File: src/rtl/rf_wport_arbiter.sv
// Register-file write-port owner: muxes the WB-stage result against a long-latency
// unit result, giving WB priority but forcing a starved LL result through after MAX_WAIT.
module rf_wport_arbiter #(
  parameter int D_WIDTH  = 32,
  parameter int RF_SIZE  = 5,
  parameter int MAX_WAIT = 4
) (
  input  logic               clk,
  input  logic               rst,
  input  logic               wb_we,
  input  logic [RF_SIZE-1:0] wb_rd,
  input  logic [D_WIDTH-1:0] wb_alu_out,
  input  logic [D_WIDTH-1:0] wb_mem_data,
  input  logic               wb_mem_to_reg,
  input  logic               ll_valid,
  input  logic [RF_SIZE-1:0] ll_rd,
  input  logic [D_WIDTH-1:0] ll_data,
  output logic               ll_ready,
  output logic               wb_stall,
  output logic               rf_we,
  output logic [RF_SIZE-1:0] rf_waddr,
  output logic [D_WIDTH-1:0] rf_wdata
);

  localparam int            CW      = $clog2(MAX_WAIT + 1);
  localparam logic [CW-1:0] MAX_CNT = CW'(MAX_WAIT);

  typedef enum logic [1:0] {
    S_IDLE  = 2'd0,
    S_WAIT  = 2'd1,
    S_FORCE = 2'd2
  } state_t;

  state_t             r_state;
  logic [CW-1:0]      r_cnt;

  logic               w_wb_req;
  logic               w_ll_grant;
  logic               w_denied;
  logic [CW-1:0]      w_cnt_inc;
  logic [D_WIDTH-1:0] w_wb_data;

  assign w_wb_req   = wb_we & (wb_rd != '0);
  assign w_ll_grant = ll_valid & ll_ready;
  assign w_denied   = ll_valid & ~ll_ready;
  assign w_cnt_inc  = r_cnt + 1'b1;
  assign w_wb_data  = wb_mem_to_reg ? wb_mem_data : wb_alu_out;

  // In FORCE the LL result wins unconditionally and WB is frozen if it wanted the port.
  always_comb begin
    ll_ready = 1'b0;
    wb_stall = 1'b0;
    if (!rst) begin
      if (r_state == S_FORCE) begin
        ll_ready = 1'b1;
        wb_stall = w_wb_req;
      end else begin
        ll_ready = ll_valid & ~w_wb_req;
      end
    end
  end

  always_ff @(posedge clk) begin
    if (rst) begin
      r_state  <= S_IDLE;
      r_cnt    <= '0;
      rf_we    <= 1'b0;
      rf_waddr <= '0;
      rf_wdata <= '0;
    end else begin
      if (w_ll_grant) begin
        r_state <= S_IDLE;
        r_cnt   <= '0;
      end else if (w_denied) begin
        r_cnt   <= w_cnt_inc;
        r_state <= (w_cnt_inc == MAX_CNT) ? S_FORCE : S_WAIT;
      end else begin
        // No LL request (or it was withdrawn mid-wait): start over.
        r_state <= S_IDLE;
        r_cnt   <= '0;
      end

      if (w_ll_grant) begin
        rf_we    <= (ll_rd != '0);
        rf_waddr <= ll_rd;
        rf_wdata <= ll_data;
      end else if (w_wb_req && !wb_stall) begin
        rf_we    <= 1'b1;
        rf_waddr <= wb_rd;
        rf_wdata <= w_wb_data;
      end else begin
        rf_we    <= 1'b0;
      end
    end
  end

endmodule

File: config.mk
export PLATFORM = sky130hd
export DESIGN_NAME = rf_wport_arbiter
export DESIGN_NICKNAME = d
export VERILOG_FILES = /design/src/rtl/rf_wport_arbiter.sv
export SDC_FILE = /design/constraint.sdc
export NUM_CORES = 1
export LEC_CHECK = 0
export BUFFER_PORTS_ARGS = -buffer_cell sky130_fd_sc_hd__buf_4
export CORE_AREA = 3 3 86 88
export CTS_CLUSTER_DIAMETER = 100
export DETAILED_ROUTE_END_ITERATION = 8
export DIE_AREA = 0 0 89 91
export GPL_TIMING_DRIVEN = 1
export PLACE_DENSITY_LB_ADDON = 0.05
export SETUP_SLACK_MARGIN = 0.3
export SYNTH_ARGS = -nofsm -noshare
export SYNTH_HDL_FRONTEND = slang
export SYNTH_SLANG_ARGS = --single-unit
File: constraint.sdc
create_clock -name clk -period 1.6 [get_ports clk]
set_input_delay 0.08 -clock clk [delete_from_list [all_inputs] [get_ports clk]]
set_output_delay 0.08 -clock clk [all_outputs]
set_load 0.01 [all_outputs]
==> run summary <==
outcome = completed
Post-Place Setup Slack = -54.0 ps
Ant. Diodes = 0
Rel. slew slack = 75.2%
CP required = 1520 ps
slowest CP cell = or4_4
Port Buffers = 150
H-tree depth = 2
DRT iter0 DRCs = 45
Sum Neg Setup Slack = 0 ps
root buffer cell = clkbuf_8
multi-input logic area = 0.00169 mm²
Buffers & Inverters on Critical Path = 3
final slew viol count = 0
Synth warnings = 0
largest area contributor in the netlist = dfxtp_1
Max Cap Viol = 0
initial core utilization = 39.1%
measured slew at the worst slew-check pin = 372 ps
crit path kind = in -> out
Final Skew = 6.76 ps
fill cell count = 622
GRT Total Usage = 16.3%
vias after detailed routing = 2,383
Slowest Stage Delay on Critical Path = 550 ps
Top Ports = 151
worst skew pair latency = 280 ps
Die Area = 0.00810 mm²
Hold/Removal Path Class = in -> reg
Cells after Synth = 264
grt total ovfl = 0
#FFs+latches synth = 43
Setup crit end kind = primary output
Worst EP arrival = 1290 ps
total CTS buffers = 5
Final Cycle Share = 85.5%
Die X = 89 µm
Hold Path Depth = 3
Avg Cell Area, Syn = 9.95 µm²
Die Y = 91 µm
clock tree from TritonCTS = built
crit-path cells = buf_6, or4_4, buf_6, o21a_1, o21ai_1, buf_4
Pwr Total = 2.71 mW
min Tclk post-route = 1370 ps
final net count = 528
cell area after synthesis = 0.00263 mm²
fmax = 731 MHz
Register-to-Register Path Depth = 4
hold endpoint = rf_waddr[3]
reg2reg start = r_state[0]
count of different cell masters after synthesis = 28
final hold vios = 0
Via-to-Cell Ratio = 4.82
cell family with most CP delay = simple AND/OR/NAND/NOR gates
Static Leakage = 2.13 nW
Routed WL = 7180 µm
Routed Antenna Nets = 0
Yosys top cell area share = 32.8%
RSZ-0062 raised after global routing = true
top cells by area, synth = dfxtp_1 (33%), mux2i_1 (26%), mux2_4 (14%)
Clk pin slew, worst setup/hold paths = 70 ps
total iterations of the first detailed-routing run = 4
Placeable Area = 0.00672 mm²
CP max FO = 3
hold slack = 97.1 ps
setup slack after layout = 233 ps
HPWL after detailed placement = 5300 µm
Worst Hold Launch = wb_rd[3]
share of cells above drive strength 1 = 51.0%
sequential area share after synthesis = 32.8%
P per Cell Area = 657 mW/mm²
initial antenna violation count = 0
CTS Hold Buffers Added = 0
setup violators final = 0
GP Congestion = 0.720
vias in the first global route = 2,274
first-pass GRT wire length = 10,600 µm
cell mode on critical path = buf_6
Clock Tree Buf Depth = 2
DRC Markers = 0
pin count of the biggest net entering global routing = 41
r2r endpoint = rf_wdata[22]
Layout area overhead = 56.9%
FF/Latch Area = 862 µm²
Clock Sinks = 43
Wirelength per Cell = 14.5 µm
maximum VDD drop = 0.395 mV
Worst setup SP type = input port
post-synth net total = 377
Rows = 30
Reg2Reg Setup Slack = 270 ps
## per-stage QoR
step / instance area [µm²] / utilization (%) / cells
5_1_grt: 4120 / 61.3 / 494
3_3_place_gp: 3900 / 58.1 / 483
6_report: 4120 / 61.3 / 494
2_1_floorplan: 2660 / - / 264
4_1_cts: 4010 / 59.6 / 490
3_5_place_dp: 3900 / 58.1 / 483
## layout by cell type, fill, tap and decap left out, types with 2 or more instances in the layout
| cell | netlist | layout |
|---|---|---|
| buf_4 | 0 | 153 |
| mux2i_1 | 69 | 69 |
| nor2_1 | 65 | 65 |
| dfxtp_1 | 43 | 42 |
| mux2_4 | 25 | 32 |
| nand2b_1 | 7 | 6 |
| buf_12 | 2 | 6 |
| clkbuf_8 | 0 | 5 |
| o32ai_2 | 0 | 4 |
| buf_6 | 1 | 4 |
| nor4_1 | 3 | 3 |
| clkbuf_16 | 0 | 3 |
| o21ai_1 | 1 | 2 |
| nand2_1 | 2 | 2 |
| nor4b_1 | 2 | 2 |
| ha_1 | 2 | 2 |
## metal layers
layer | global-route usage, % | share of wire [%] | vias to the layer above
li1 | - | - | 1214
met1 | 20.7 | 43 | 1070
met2 | 26.7 | 47 | 94
met3 | 4.54 | 8.8 | 5
met4 | 4.47 | 0.85 | 0
met5 | 0 | 0 | -
## how the worst max path moves through the flow
stage	end	slack, ps	start	cells after the start
2_1_floorplan	rf_wdata[10]	70	wb_rd[0]	5
3_3_place_gp	rf_wdata[16]	-50	wb_rd[0]	5
3_5_place_dp	rf_wdata[22]	-50	wb_rd[0]	5
4_1_cts	ll_ready	220	wb_rd[4]	6
5_1_grt	ll_ready	190	wb_rd[0]	6
6_report	ll_ready	230	wb_rd[0]	6
## layout make-up
type	count	area share (%)
multi-input cells	198	41.1
repair buffers	166	33.7
flip-flops and latches	43	20.9
inverters	1	0.0911
clock buffers	6	1.76
well taps	80	2.43
## report_power, final
part | leakage (nW) | switching (mW) | internal [mW]
combinational | 1.73 | 0.336 | 0.554
sequential | 0.357 | 0.0439 | 1.16
clock | 0.0371 | 0.328 | 0.291
## timing repair
item | 4_1_cts | 5_1_grt
setup endpoints to repair | 34 | 31
endpoints found under the hold margin | 0 | 0
setup buffers | 1 | 1
gates cloned | 0 | 3
resized for setup | 6 | 9
pin swaps | 4 | 3
## synthesized netlist by cell type
library cell / number
buf_6: 1
o211ai_1: 1
nand2_1: 2
nor4_1: 3
mux2_4: 25
ha_1: 2
inv_1: 1
buf_1: 2
or4_1: 1
o21a_1: 1
buf_2: 5
o32ai_1: 5
buf_8: 1
or4_4: 1
buf_12: 2
nor4b_1: 2
mux2_2: 7
dfxtp_1: 43
clkbuf_1: 11
o211a_1: 1
nand2b_1: 7
o21ai_0: 2
o21ai_1: 1
nor2b_1: 1
nor2_1: 65
or2b_1: 1
a21oi_1: 1
mux2i_1: 69
## flip-flops by register name (all words and copies together), names as in the netlist
name      cells
rf_waddr      5
rf_wdata     32
rf_we         1
r_state       2
r_cnt         3
## logic make-up after synthesis
| logic type | synth area share, % |
|---|---|
| AO/OA/AOI/OAI | 3.38 |
| adder cells (fa/ha/maj) | 0.952 |
| buffers and inverters | 5.48 |
| flip-flops | 32.8 |
| multiplexers | 43.6 |
| AND/OR/NAND/NOR | 13.9 |
## worst reg2reg max path: stages, from the launching register on
cell and delay, ps:
dfxtp_2 320, nand2b_4 130, o211a_4 280, clkbuf_16 200, mux2_4 290
Note: power is estimated with default switching activity, not from simulation.
